**src/rtl/seg7_scan_decoder.sv**
```systemverilog
// seg7_scan_decoder
//   Watches a multiplexed 7-segment scan bus and rebuilds the 4-digit BCD
//   value being shown. Each digit slot is sampled once its drive has been
//   stable for SETTLE_CYCLES. The four slots are collected into shadow
//   registers, and each complete frame is then published in one step.
//
// Ports
//   clk          system clock, rising edge
//   reset        asynchronous, active-high reset
//   seg_in[7:0]  segment drive, active-low; [7]=a .. [1]=g, [0]=dp
//   digit_in[3:0] digit select, one-hot active-high; [0]=ones .. [3]=thousands
//   bcd_out[15:0] last complete frame; [3:0]=ones .. [15:12]=thousands
//   dp_out[3:0]  decimal points of the last frame, 1 = lit
//   frame_valid  one-cycle pulse in the cycle bcd_out/dp_out take a new frame
//   pattern_err  one-cycle pulse on a sample with an unknown pattern or a
//                digit select that is not one-hot
//   stale        level, high while no frame has completed for TIMEOUT_CYCLES
//
// Output handshake: frame_valid is a valid-only strobe with no ready. A
// consumer must capture bcd_out/dp_out in the cycle frame_valid is high.
// The data is then held until the next pulse.
module seg7_scan_decoder #(
    parameter int unsigned SETTLE_CYCLES  = 16,
    parameter int unsigned TIMEOUT_CYCLES = 250000
) (
    input  logic        clk,
    input  logic        reset,
    input  logic [7:0]  seg_in,
    input  logic [3:0]  digit_in,
    output logic [15:0] bcd_out,
    output logic [3:0]  dp_out,
    output logic        frame_valid,
    output logic        pattern_err,
    output logic        stale
);

    localparam logic [7:0]  SETTLE_MAX = 8'(SETTLE_CYCLES - 1);
    localparam logic [7:0]  SAMPLE_AT  = 8'(SETTLE_CYCLES - 2);
    localparam logic [19:0] TMO_MAX    = 20'(TIMEOUT_CYCLES);

    logic [11:0] cur;          // {seg, digit} as registered this cycle
    logic [11:0] prev;         // cur one cycle earlier
    logic [7:0]  stab_cnt;
    logic [15:0] shadow_bcd;
    logic [3:0]  shadow_dp;
    logic [3:0]  mask;
    logic [19:0] tmo_cnt;

    logic        stable;
    logic        sample;
    logic        onehot;
    logic        pat_bad;
    logic [3:0]  nibble;
    logic        dp_bit;
    logic        wr_slot;
    logic        frame_done;

    assign stable = (cur == prev);
    // Fires only on the step to SETTLE_MAX. The counter then saturates,
    // so each stable interval gives at most one sample.
    assign sample = stable && (stab_cnt == SAMPLE_AT);
    assign onehot = (cur[3:0] != 4'b0000) && ((cur[3:0] & (cur[3:0] - 4'd1)) == 4'b0000);
    assign dp_bit = ~cur[4];
    assign wr_slot = sample && onehot;
    // Samples are at least SETTLE_CYCLES apart, so a completed mask is never
    // seen together with a new sample.
    assign frame_done = (mask == 4'b1111);
    assign stale = (tmo_cnt == TMO_MAX);

    // Pattern decode on a..g (cur[11:5]), active-low.
    always_comb begin
        nibble  = 4'hE;
        pat_bad = 1'b0;
        case (cur[11:5])
            7'b0000001: nibble = 4'h0;
            7'b1001111: nibble = 4'h1;
            7'b0010010: nibble = 4'h2;
            7'b0000110: nibble = 4'h3;
            7'b1001100: nibble = 4'h4;
            7'b0100100: nibble = 4'h5;
            7'b0100000: nibble = 4'h6;
            7'b0001111: nibble = 4'h7;
            7'b0000000: nibble = 4'h8;
            7'b0000100: nibble = 4'h9;
            7'b1111110: nibble = 4'hA;   // dash, only g lit
            7'b1111111: nibble = 4'hB;   // blank
            default: begin
                nibble  = 4'hE;
                pat_bad = 1'b1;
            end
        endcase
    end

    // Input capture and stability counter
    always_ff @(posedge clk or posedge reset) begin
        if (reset) begin
            cur      <= 12'd0;
            prev     <= 12'd0;
            stab_cnt <= 8'd0;
        end else begin
            cur  <= {seg_in, digit_in};
            prev <= cur;
            if (!stable)
                stab_cnt <= 8'd0;
            else if (stab_cnt != SETTLE_MAX)
                stab_cnt <= stab_cnt + 8'd1;
        end
    end

    // Shadow slots and collected mask. A repeat sample of a slot overwrites it.
    always_ff @(posedge clk or posedge reset) begin
        if (reset) begin
            shadow_bcd <= 16'd0;
            shadow_dp  <= 4'd0;
            mask       <= 4'd0;
        end else begin
            if (wr_slot) begin
                for (int i = 0; i < 4; i++) begin
                    if (cur[i]) begin
                        shadow_bcd[4*i +: 4] <= nibble;
                        shadow_dp[i]         <= dp_bit;
                    end
                end
            end
            if (frame_done)
                mask <= 4'd0;
            else if (wr_slot)
                mask <= mask | cur[3:0];
        end
    end

    // Frame publish, error strobe and scan timeout
    always_ff @(posedge clk or posedge reset) begin
        if (reset) begin
            bcd_out     <= 16'd0;
            dp_out      <= 4'd0;
            frame_valid <= 1'b0;
            pattern_err <= 1'b0;
            tmo_cnt     <= 20'd0;
        end else begin
            frame_valid <= frame_done;
            pattern_err <= sample && (pat_bad || !onehot);
            if (frame_done) begin
                bcd_out <= shadow_bcd;
                dp_out  <= shadow_dp;
            end
            // Cleared on the same edge that raises frame_valid, so stale
            // drops in the pulse cycle.
            if (frame_done)
                tmo_cnt <= 20'd0;
            else if (tmo_cnt != TMO_MAX)
                tmo_cnt <= tmo_cnt + 20'd1;
        end
    end

endmodule

```
**config.mk**
```make
export PLATFORM = sky130hd
export DESIGN_NAME = seg7_scan_decoder
export DESIGN_NICKNAME = d
export VERILOG_FILES = /design/src/rtl/seg7_scan_decoder.sv
export SDC_FILE = /design/constraint.sdc
export NUM_CORES = 1
export LEC_CHECK = 0
export ABC_CLOCK_PERIOD_IN_PS = 6850
export BUFFER_PORTS_ARGS = -buffer_cell sky130_fd_sc_hd__buf_2
export CORE_MARGIN = 2
export CORE_UTILIZATION = 52
export CTS_BUF_LIST = sky130_fd_sc_hd__clkbuf_4
export CTS_CLUSTER_DIAMETER = 50
export CTS_CLUSTER_SIZE = 12
export DETAILED_ROUTE_END_ITERATION = 8
export GPL_ROUTABILITY_DRIVEN = 1
export PLACE_DENSITY = 0.7
export SLEW_MARGIN = 30
export SYNTH_ARGS = -nofsm -noshare
export SYNTH_HDL_FRONTEND = slang
export SYNTH_SLANG_ARGS = --single-unit
```
**constraint.sdc**
```tcl
create_clock -name clk -period 6.85 [get_ports clk]
set_input_delay 0.3425 -clock clk [delete_from_list [all_inputs] [get_ports clk]]
set_output_delay 0.3425 -clock clk [all_outputs]
set_load 0.05 [all_outputs]
```
==> qor.csv <==
stage,metric,value,unit
yosys,syn_area,0.00425,mm^2
timing,period_needed,2.65,ns
global_routing,grt_pass1_wl,12.6,mm
die,boundaryPins,37,
timing,hold_viol,0,
setup_path,r2r-end,shadow_bcd[5]$_DFFE_PP0P_,
die,dieArea,0.00890,mm^2
placed_design,pre_cts_ws,4.43,ns
layout,area_growth_syn_to_layout,12.3,%
die,placementRows,32,
yosys,synth_seq_area_share,57.8,%
timing,tightestPinTransition,0.795,ns
flow_run,cap_violations,0,
setup_path,critPathBufInv,1,
min_path,hold_path.class,in2async,
yosys,synth_flop_cell,dfrtp_1,
setup_path,cp-start-kind,register,
clock_network,cts_buffers,9,
timing,rsz0062_at_grt,no,
timing,fin_worst_skew,0.0390,ns
die,core-area,0.00781,mm^2
yosys,syn_avg_cell_area,11.3,um^2
layout,fillers,684,
clock_network,path_clk_slew,0.20,ns
yosys,synth_cell_types,45,
placed_design,dp_hpwl,4.93,mm
detailed_routing,viasPerCell,5.28,
global_routing,grt_overflow,0,
timing,finalHoldWorstSlack,0.361,ns
detailed_routing,drc,0,
clock_network,clock_latency,0.47,ns
global_routing,grt_antenna_before_repair,0,
clock_network,cts_tree,built,
layout,nets,442,
power_and_ir_drop,max-vdd-ir-drop,0.133,mV
detailed_routing,drt_iter0_drc,146,
global_routing,grt_start_max_net_pins,72,
power_and_ir_drop,power.density,198,mW/mm^2
timing,tns,0,ns
setup_path,cp_top_family,simple AND/OR/NAND/NOR gates,
yosys,ys_seq_elements,98,
yosys,netlist_instances,377,
detailed_routing,drtAntennaViolNets,0,
yosys,yosys_warnings,0,
yosys,synth.largest_area_cell,dfrtp_1,
setup_path,reg2reg_depth,5,
timing,setup_violations,0,
placed_design,routabilityCongestion,0.867,
die,dieHeight,94.4,um
timing,relSlewSlack,46.5,%
layout,antennaDiodeCount,0,
yosys,ys_top_cells_by_area,"dfrtp_1, xor2_1, nand2_1, nor2_1, mux2i_1",
clock_network,clockRootBuffer,clkbuf_4,
timing,fin_ws,4.20,ns
setup_path,path_max_fanout,7,
setup_path,cp.arrival,2.30,ns
setup_path,r2r_start,cur[0]$_DFF_PP0_,
detailed_routing,routedWlPerCell,13.8,um
global_routing,grt_pass1_vias,2646,
layout,postLayoutCoreUtil,61.1,%
yosys,async_reset_ff_share,100,%
setup_path,slowest_delay,0.51,ns
setup_path,crit_slowest_cell,dfrtp_1,
clock_network,ctsHtreeMaxLevel,3,
detailed_routing,num_vias,2804,
clock_network,clkSinkCount,98,
setup_path,cp.required,6.51,ns
die,die-width,94.4,um
setup_path,reg2reg_slack,4.42,ns
timing,fmax,0.378,GHz
clock_network,cts.path.max_buffers,2,
die,start_util,54.4,%
detailed_routing,drtPass1Iterations,4,
placed_design,io_buffers,36,
timing,fin_crit_sh,38.6,%
yosys,synth_edf_count,0,
global_routing,grt.total_usage,18.2,%
outcome,status,completed,
setup_path,endpoint_kind,output pin,
power_and_ir_drop,power,0.942,mW
power_and_ir_drop,leakage,2.23,nW
clock_network,cts-resized-gates,0,
yosys,syn-num-nets,395,
timing,slew_viol_final,0,
setup_path,criticalPathCategory,reg2out,
layout,drive_gt1_share,17.0,%
detailed_routing,routed_wl,7.30,mm
setup_path,cp-startpoint,tmo_cnt[11]$_DFFE_PP0P_,
setup_path,crit_path_cell_trace,nor4b_1 -> nand4_1 -> nor4b_2 -> buf_2,
yosys,synth_top_area_share,57.8,%
==> cell families (layout without fill, tap and decap cells) <==
group,after synthesis,after routing,share of synthesized area (%)
multiplexers,21,21,5.19
flip-flops,98,98,57.8
AO/OA/AOI/OAI,38,38,5.48
AND/OR/NAND/NOR,145,145,19.4
adder cells (fa/ha/maj),4,4,1.18
buffers and inverters,37,89,3.98
XOR/XNOR,34,34,7.01
==> layout by cell type (no fill, tap or decap), types with 5 or more instances in the layout <==
cell            n
a21oi_1         7
buf_2          36
clkbuf_4        9
dfrtp_1        98
dlygate4sd3_1  13
inv_1          20
mux2i_1        13
nand2_1        50
nand3_1        11
nand4_1        13
nor2_1         35
nor3_1          5
o21a_1          5
o21ai_0        11
o21ai_1         6
xnor2_1        10
xor2_1         24
==> per-layer routing <==
layer	part of all wire (%)	global-route usage (%)
met3	3.6	2.63
met5	0	0
met4	1.5	7.00
met1	49	26.2
met2	46	28.2
==> sequential cells by signal, indices dropped and copies added, names as in the netlist <==
register / count
pattern_err: 1
stab_cnt: 8
cur: 12
tmo_cnt: 20
dp_out: 4
prev: 12
frame_valid: 1
bcd_out: 16
shadow_bcd: 16
shadow_dp: 4
mask: 4
==> timing repair <==
item,4_1_cts,5_1_grt
hold buffers,13,0
buffers inserted,0,0
endpoints found under the hold margin,39,0
==> how the worst max path moves through the flow <==
| stage | slack, ns | to | cells past startpoint |
|---|---|---|---|
| after CTS | 4.16 | stale | 4 |
| final | 4.20 | stale | 4 |
| after global routing | 4.05 | stale | 4 |
| after detailed placement | 4.43 | shadow_bcd[5]$_DFFE_PP0P_ | 5 |
| after floorplan | 3.95 | bcd_out[0]$_DFFE_PP0P_ | 1 |
| after global placement | 4.48 | shadow_bcd[5]$_DFFE_PP0P_ | 5 |
==> synth_stat cells, drive strengths merged, types with 2 or more instances <==
cell type and n:
or4 2, a21oi 7, and3 4, mux2 8, nor2b 2, mux2i 13, xor2 24, o21a 5
nor2 35, a211oi 2, or3b 2, nand4 14, ha 4, nor4b 4, nor3 6, clkbuf 8
xnor2 10, nand3 12, inv 22, buf 7, nand2 50, dfrtp 98, or3 4, o21ai 17
nor4 8
==> through the flow <==
stage / std cells / instance area (um^2)
after global routing: 531 / 4770
after detailed placement: 502 / 4480
final: 531 / 4770
after global placement: 502 / 4480
after floorplan: 377 / 4250
after CTS: 531 / 4760
==> where the power goes <==
part | switching (mW) | total (mW) | internal, mW
registers | 0.00963 | 0.596 | 0.586
logic | 0.0232 | 0.0393 | 0.0161
clock network | 0.218 | 0.308 | 0.0892
total | 0.251 | 0.942 | 0.691
==> layout make-up <==
class,instances,area (um^2),area share [%]
inverter,22,85.1,1.78
sequential,98,2450,51.4
tap,102,128,2.68
multi-input combinational,242,1620,34.1
clock inverter,7,81.3,1.71
timing repair buffer,51,329,6.90
clock buffer,9,67.6,1.42
==> worst min-delay path: stages <==
cell,delay (ns)
dlygate4sd3_1,0.53
buf_2,0.13
inv_4,0.26
No activity file was read; power rests on OpenSTA's default activity.
